==> src/rtl/breadboard_sweep_ctrl.sv <==
// Steps a 4-input breadboard through all 16 input vectors, captures its 10 outputs
// after a settle interval, and folds every accepted result into a rotating signature.
module breadboard_sweep_ctrl #(
    parameter int SETTLE_CYCLES = 2
) (
    input  logic        clk,
    input  logic        rst_n,
    input  logic        start,
    input  logic        abort,
    output logic        w,
    output logic        x,
    output logic        y,
    output logic        z,
    input  logic [9:0]  f_in,
    output logic        res_valid,
    input  logic        res_ready,
    output logic [3:0]  res_index,
    output logic [9:0]  res_f,
    output logic        busy,
    output logic        done,
    output logic [15:0] sig
);

    // Out-of-range settle lengths fall back to a single cycle.
    localparam int         SETTLE_EFF = ((SETTLE_CYCLES >= 1) && (SETTLE_CYCLES <= 15)) ? SETTLE_CYCLES : 1;
    localparam logic [3:0] CNT_LOAD   = 4'(SETTLE_EFF - 1);

    typedef enum logic [1:0] {
        S_IDLE    = 2'd0,
        S_SETTLE  = 2'd1,
        S_PRESENT = 2'd2,
        S_DONE    = 2'd3
    } state_t;

    state_t      state_q, state_d;
    logic [3:0]  idx_q, idx_d;
    logic [3:0]  cnt_q, cnt_d;
    logic        res_valid_q, res_valid_d;
    logic [3:0]  res_index_q, res_index_d;
    logic [9:0]  res_f_q, res_f_d;
    logic        busy_q, busy_d;
    logic        done_q, done_d;
    logic [15:0] sig_q, sig_d;

    function automatic logic [15:0] sig_fold(input logic [15:0] s, input logic [9:0] f);
        return {s[14:0], s[15]} ^ {6'b000000, f};
    endfunction

    // Next-state and datapath update for the sweep sequencer.
    always_comb begin
        state_d     = state_q;
        idx_d       = idx_q;
        cnt_d       = cnt_q;
        res_valid_d = res_valid_q;
        res_index_d = res_index_q;
        res_f_d     = res_f_q;
        sig_d       = sig_q;

        case (state_q)
            S_IDLE: begin
                if (start && !abort) begin
                    sig_d   = 16'h0000;
                    idx_d   = 4'd0;
                    cnt_d   = CNT_LOAD;
                    state_d = S_SETTLE;
                end else begin
                    state_d = S_IDLE;
                end
            end
            S_SETTLE: begin
                if (abort) begin
                    res_valid_d = 1'b0;
                    state_d     = S_IDLE;
                end else if (cnt_q == 4'd0) begin
                    res_f_d     = f_in;
                    res_index_d = idx_q;
                    res_valid_d = 1'b1;
                    state_d     = S_PRESENT;
                end else begin
                    cnt_d = cnt_q - 4'd1;
                end
            end
            S_PRESENT: begin
                if (abort) begin
                    res_valid_d = 1'b0;
                    state_d     = S_IDLE;
                end else if (res_valid_q && res_ready) begin
                    sig_d       = sig_fold(sig_q, res_f_q);
                    res_valid_d = 1'b0;
                    if (idx_q != 4'd15) begin
                        idx_d   = idx_q + 4'd1;
                        cnt_d   = CNT_LOAD;
                        state_d = S_SETTLE;
                    end else begin
                        state_d = S_DONE;
                    end
                end else begin
                    state_d = S_PRESENT;
                end
            end
            S_DONE: begin
                state_d = S_IDLE;
            end
            default: begin
                res_valid_d = 1'b0;
                state_d     = S_IDLE;
            end
        endcase

        busy_d = (state_d != S_IDLE);
        done_d = (state_d == S_DONE);
    end

    // State and output registers with asynchronous clear.
    always_ff @(posedge clk or negedge rst_n) begin
        if (!rst_n) begin
            state_q     <= S_IDLE;
            idx_q       <= 4'd0;
            cnt_q       <= 4'd0;
            res_valid_q <= 1'b0;
            res_index_q <= 4'd0;
            res_f_q     <= 10'd0;
            busy_q      <= 1'b0;
            done_q      <= 1'b0;
            sig_q       <= 16'h0000;
        end else begin
            state_q     <= state_d;
            idx_q       <= idx_d;
            cnt_q       <= cnt_d;
            res_valid_q <= res_valid_d;
            res_index_q <= res_index_d;
            res_f_q     <= res_f_d;
            busy_q      <= busy_d;
            done_q      <= done_d;
            sig_q       <= sig_d;
        end
    end

    assign {w, x, y, z} = idx_q;
    assign res_valid    = res_valid_q;
    assign res_index    = res_index_q;
    assign res_f        = res_f_q;
    assign busy         = busy_q;
    assign done         = done_q;
    assign sig          = sig_q;

endmodule

==> config.mk <==
export PLATFORM = sky130hd
export DESIGN_NAME = breadboard_sweep_ctrl
export DESIGN_NICKNAME = d
export VERILOG_FILES = /design/src/rtl/breadboard_sweep_ctrl.sv
export SDC_FILE = /design/constraint.sdc
export NUM_CORES = 1
export LEC_CHECK = 0
export ABC_AREA = 1
export CAP_MARGIN = 30
export CORE_ASPECT_RATIO = 2
export CORE_MARGIN = 2
export CORE_UTILIZATION = 49
export DETAILED_ROUTE_END_ITERATION = 10
export MAX_ROUTING_LAYER = met4
export PLACE_DENSITY = 0.86
export RECOVER_POWER = 25
export SLEW_MARGIN = 5
export SYNTH_ARGS = -nofsm -noshare
export SYNTH_HDL_FRONTEND = slang
export SYNTH_SLANG_ARGS = --single-unit
==> constraint.sdc <==
create_clock -name clk -period 1.55 [get_ports clk]
set_input_delay 0.465 -clock clk [delete_from_list [all_inputs] [get_ports clk]]
set_output_delay 0.465 -clock clk [all_outputs]
set_load 0.05 [all_outputs]
==> results_dict.tcl, run 1 <==
set metrics [dict create \
    grt-ovfl-total 0 \
    cts_tree "built" \
    synthTopCellsByArea "dfrtp_1 (52%), nand2_1 (16%), xnor2_1 (4.3%)" \
    grt_pass1_vias 1979 \
    grt_pass1_wl_um 8950 \
    clk_latency_ps 290 \
    ys_warn_count 0 \
    dieHeight_um 95.6 \
    syn-num-nets 263 \
    cp_slowest_stage_delay_ps 470 \
    clock_sinks 43 \
    htree_levels 2 \
    cp.required_ps 1740 \
    firstDrtPassIters 4 \
    wire_per_inst_um 15.1 \
    async_flop_share_pct 100 \
    die_x_um 49.8 \
    combPwrFrac_pct 55.7 \
    dp.final_hpwl_um 4070 \
    layout-drive-gt1-share_pct 26.5 \
    antenna_found_initial 0 \
    postSynthCellCount 245 \
    routabilityCongestion 0.904 \
    hold_buffers 0 \
    worst_setup_path_end_kind "flop" \
    synth.most_common_cell "nand2_1" \
    syn2layout_area_growth_pct 55.3 \
    finalClockSkew_ps 3.17 \
    relSlewSlack_pct 40.6 \
    drt_wl_total_um 5450 \
    syn-cell-area_um2 2060 \
    die-area_um2 4760 \
    status "finished, final reports clean" \
    period_share_pct 96.9 \
    row_count 33 \
    synth_area_per_cell_um2 8.39 \
    ys_ff_latch 43 \
    p_seq_share_pct 31.8 \
    pre_cts_ws_ps -299 \
    maxCapViolations 0 \
    diodes 0 \
    ir_drop_v 0.00120 \
    netlist-cell-type-count 24 \
    switching_share_pct 44.8 \
    synth_edf_count 0 \
    synth_top_area_cell "dfrtp_1" \
    power_density_nw_per_um2 1770 \
    num_io_pins 52 \
    p_leak_uw 0.00157 \
    grtUsageTotal_pct 25.6 \
    arrival_ps 1690 \
    root_buffer "clkbuf_8" \
    path_max_fanout 7 \
    timing.final.hold_violations 0 \
    netlist_top_cells_count "nand2_1 (87), dfrtp_1 (43), inv_1 (22)" \
    start_util_pct 50.8 \
    num_vias 1870 \
    worstSetupStartpointType "input port" \
    finalNetCount 327 \
    setup_viol 0 \
    numCtsBuffers 5 \
    power_switching_uw 2530 \
    hold_path.class "input port to asynchronous set/reset pin" \
    drt.antenna.violating_nets 0 \
    clock_path_buffers 2 \
    fin_ws_ps 47.6 \
    whs_ps 271 \
    synth-seq-area-share_pct 52.3 \
    drt_iter0_markers 58 \
    post-route-min-period_ps 1500 \
    clkTransAtPathRegs_ps 80 \
    via_per_inst 5.18 \
    drc 0 \
    fin_tns_setup_ps 0 \
    total_power_uw 5650 \
    final_util_pct 78.9 \
    portBuffers 51 \
    clock.fmax_ghz 0.666 \
    tightest_slew_ps 891 \
    critical_path_class "input port to flop" \
    p_int_uw 3120 \
    core_um2 4050 \
    synthFlopType "dfrtp_1" \
    slowest_stage "clkdlybuf4s50_1" \
    maxSlewViolCount 0 \
    grt_max_degree 32 \
    clockPowerShare_pct 12.5 \
    synth_top_area_share_pct 52.3 \
    cp_cell_sequence "clkdlybuf4s50_1 > nand2_1 > nand2_2 > nand2_2 > nor2_4 > nand2_2 > nand2_1 > nand2_1" \
]
[worst max-delay path: cells and delay by family]
kind / cells / cell delay [ps]
and+or+nand+nor: 7 / 750
buffers and inverters: 1 / 470
[stage by stage]
step,area (um2),std cells
6_report,3190,361
5_1_grt,3190,361
4_1_cts,3150,357
3_5_place_dp,3060,350
3_3_place_gp,3060,350
2_1_floorplan,2060,245
[routing by layer]
metal / up-vias / global-route usage, % / share of wire [%]
met5: - / - / 0
met4: 0 / 12.0 / 3.7
met3: 19 / 3.76 / 3.5
met2: 66 / 49.3 / 59
met1: 903 / 24.1 / 34
li1: 882 / - / -
[layout make-up]
cell class | count | area (um2)
clock inverters | 1 | 5.00
repair buffers | 62 | 985
flip-flops and latches | 43 | 1080
well taps | 52 | 65.1
inverters | 27 | 101
multi-input cells | 170 | 873
fillers | 264 | 855
clock buffers | 6 | 82.6
[cell families (layout without fill, tap and decap cells)]
kind of cell             after synthesis  after routing  synth area share [%]
XOR/XNOR                              13             13                  5.54
adder cells (fa/ha/maj)                3              3                  1.83
flip-flops                            43             43                  52.3
AO/OA/AOI/OAI                         20             20                  4.87
buffers and inverters                 33             96                  6.82
AND/OR/NAND/NOR                      133            134                  28.6
[state kept, by name, summed over array words and instances (netlist names)]
name       cells
done           1
busy           1
res_valid      1
state_q        2
cnt_q          4
sig           16
idx_q          4
res_f         10
res_index      4
[power by group through the flow]
stage / clock network, uW / logic [uW] / registers [uW]
finish: 705 / 3140 / 1800
floorplan: 0 / 1050 / 2360
CTS: 718 / 3020 / 1790
detailed placement: 0 / 2980 / 1810
global route: 757 / 3320 / 1830
global placement: 0 / 2890 / 1790
[path summary, 6_finish.rpt]
| path | from | depth (start not counted) | slack, ps | endpoint |
|---|---|---|---|---|
| hold / removal | rst_n | 1 | 270 | done |
| max in group asynchronous | rst_n | 2 | 280 | state_q[0] |
| setup / recovery | start | 8 | 50 | sig[3] |
| hold reg to reg | cnt_q[1] | 2 | 520 | cnt_q[1] |
| setup reg to reg | state_q[1] | 7 | 70 | res_f[9] |
| min in group clk | cnt_q[1] | 2 | 520 | cnt_q[1] |
[timing repair]
action	CTS	global route
buffers inserted	0	3
endpoints found under the setup margin	0	24
gates resized for setup	0	9
[placed cells by master, fill, tap and decap left out, types with 5 or more instances in the layout]
cell	count
buf_4	8
o21ai_1	15
clkbuf_8	6
inv_1	22
clkdlybuf4s50_1	12
buf_12	39
o21ai_0	5
xnor2_1	10
nor2_1	17
dfrtp_1	40
nand2_1	86
nand3_1	9
inv_2	5
No activity file was read; power rests on OpenSTA's default activity.
==> inputs of run 2 (changes only) <==
--- a/config.mk
+++ b/config.mk
@@ -8,9 +8,9 @@
 export ABC_AREA = 1
 export CAP_MARGIN = 30
 export CORE_ASPECT_RATIO = 2
-export CORE_MARGIN = 2
 export CORE_UTILIZATION = 49
 export DETAILED_ROUTE_END_ITERATION = 10
+export GPL_ROUTABILITY_DRIVEN = 0
 export MAX_ROUTING_LAYER = met4
 export PLACE_DENSITY = 0.86
 export RECOVER_POWER = 25
==> run 2 against run 1 <==
Against the previous run:
- via count is 1.7% lower
- worst setup slack better by 3.7 ps
- sequential power is essentially flat
- first-iteration DRC count down 28%
- final cell count is the same
- combinational power shrank 4%
- global-route usage is 2.3 points higher
- count of clock-buffer cells in the layout is 1 higher
- clock skew is 4.3 ps higher
- register-to-register slack is essentially flat
- non-clock buffer count is the same
- routed wire length shrank 4.0%
- largest cell class unchanged
- largest power group unchanged
- highest routed layer unchanged
==> results_dict.tcl, run 2 (synthesis results as in run 1) <==
set metrics [dict create \
    n_fill_cell 261 \
    clockPowerShare_pct 15.2 \
    finalClockSkew_ps 7.49 \
    syn2layout_area_growth_pct 55.8 \
    fin_tns_setup_ps 0 \
    critical_path_class "flop to primary output" \
    clock_path_buffers 2 \
    clkTransAtPathRegs_ps 80 \
    die-area_um2 4470 \
    largest_reg_flops 16 \
    htree_levels 2 \
    portBuffers 51 \
    die_x_um 47.8 \
    crit_buf_inv 2 \
    p_leak_uw 0.00157 \
    crit_family "flip-flops" \
    combPwrFrac_pct 53.2 \
    use_met3_pct 4.25 \
    tightest_slew_ps 1050 \
    dpl.cell_count 350 \
    finalNetCount 326 \
    rsz0062_at_grt "false" \
    dp.final_hpwl_um 4020 \
    multiInputGateArea_um2 852 \
    num_vias 1839 \
    firstDrtPassIters 5 \
    gr-usage-met2_pct 49.3 \
    hold_buffers 0 \
    layout-drive-gt1-share_pct 24.6 \
    grtUsageMet1_pct 29.0 \
    period_share_pct 96.7 \
    drt_iter0_markers 42 \
    relSlewSlack_pct 29.8 \
    post-route-min-period_ps 1500 \
    num_io_pins 52 \
    switching_share_pct 43.4 \
    numCtsBuffers 5 \
    root_buffer "clkbuf_8" \
    arrival_ps 1030 \
    cts_tree "built" \
    maxSlewViolCount 0 \
    hold_path.class "input port to asynchronous set/reset pin" \
    start_util_pct 50.8 \
    status "finished, final reports clean" \
    grt_pass1_vias 1912 \
    via_per_inst 5.09 \
    final_cells 361 \
    grt_max_degree 31 \
    path_max_fanout 4 \
    power_density_nw_per_um2 1770 \
    grt-ovfl-total 0 \
    clock_sinks 43 \
    core_um2 4050 \
    wire_per_inst_um 14.5 \
    final_cell_mix "nand2_1 (87), dfrtp_1 (40), buf_12 (40), inv_1 (22), nor2_1 (18)" \
    slowest_stage "dfrtp_2" \
    worstSetupStartpointType "flop" \
    final_util_pct 79.1 \
    p_int_uw 3210 \
    setup_viol 0 \
    ff_latch_area_um2 1080 \
    dieHeight_um 93.6 \
    cp_slowest_stage_delay_ps 430 \
    whs_ps 326 \
    worst_setup_path_end_kind "primary output" \
    clk_latency_ps 300 \
    drt_wl_total_um 5230 \
    layout_commonest_cell "nand2_1" \
    row_count 33 \
    clock.fmax_ghz 0.667 \
    timing.final.hold_violations 0 \
    diodes 0 \
    antenna_found_initial 0 \
    grt_pass1_wl_um 8660 \
    power_switching_uw 2470 \
    ir_drop_v 0.00141 \
    grtUsageTotal_pct 28.0 \
    drt.antenna.violating_nets 0 \
    cp_cell_sequence "buf_4 > buf_12" \
    p_seq_share_pct 31.6 \
    maxCapViolations 0 \
    drc 0 \
    cp.required_ps 1080 \
    grt_busiest_layer "met2" \
]
==> run 2: path summary, 6_finish.rpt <==
path,from,endpoint,slack [ps],cells past startpoint
setup / recovery,idx_q[1],y,50,2
hold / removal,rst_n,state_q[0],330,1
setup reg to reg,state_q[1],res_f[9],70,7
hold reg to reg,cnt_q[1],cnt_q[1],520,2
max in group asynchronous,rst_n,state_q[1],520,1
min in group clk,cnt_q[1],cnt_q[1],520,2
==> run 2: cell type report <==
type                       count  area share (%)
clock buffer                   7            2.38
clock inverter                 1           0.938
tap                           52            2.03
multi-input combinational    169            26.6
timing repair buffer          62            31.1
inverter                      27            3.17
sequential                    43            33.7
==> run 2: timing repair <==
action	CTS	global route
gates resized for setup	0	5
endpoints found under the setup margin	0	26
buffers inserted	0	3
==> run 2: per-stage QoR <==
step                setup WS, ps  power, uW  area (um2)
floorplan                   61.1       3410        2060
global placement            -227       4680        3060
detailed placement          -288       4780        3060
CTS                         21.7       5660        3160
global route                14.5       5950        3200
finish                      51.3       5680        3200
==> run 2: layer usage <==
metal  wire length [um]  part of all wire, %
met3                189                  3.6
met2               3010                   57
met1               1860                   35
met4                180                  3.4
met5                  0                    0
==> run 2: power groups by stage <==
stage	Clock, uW	Sequential, uW	Combinational (uW)
after CTS	870	1790	3000
after floorplan	0	2360	1050
after global routing	909	1830	3210
final	862	1790	3020
after global placement	0	1790	2890
after detailed placement	0	1810	2970
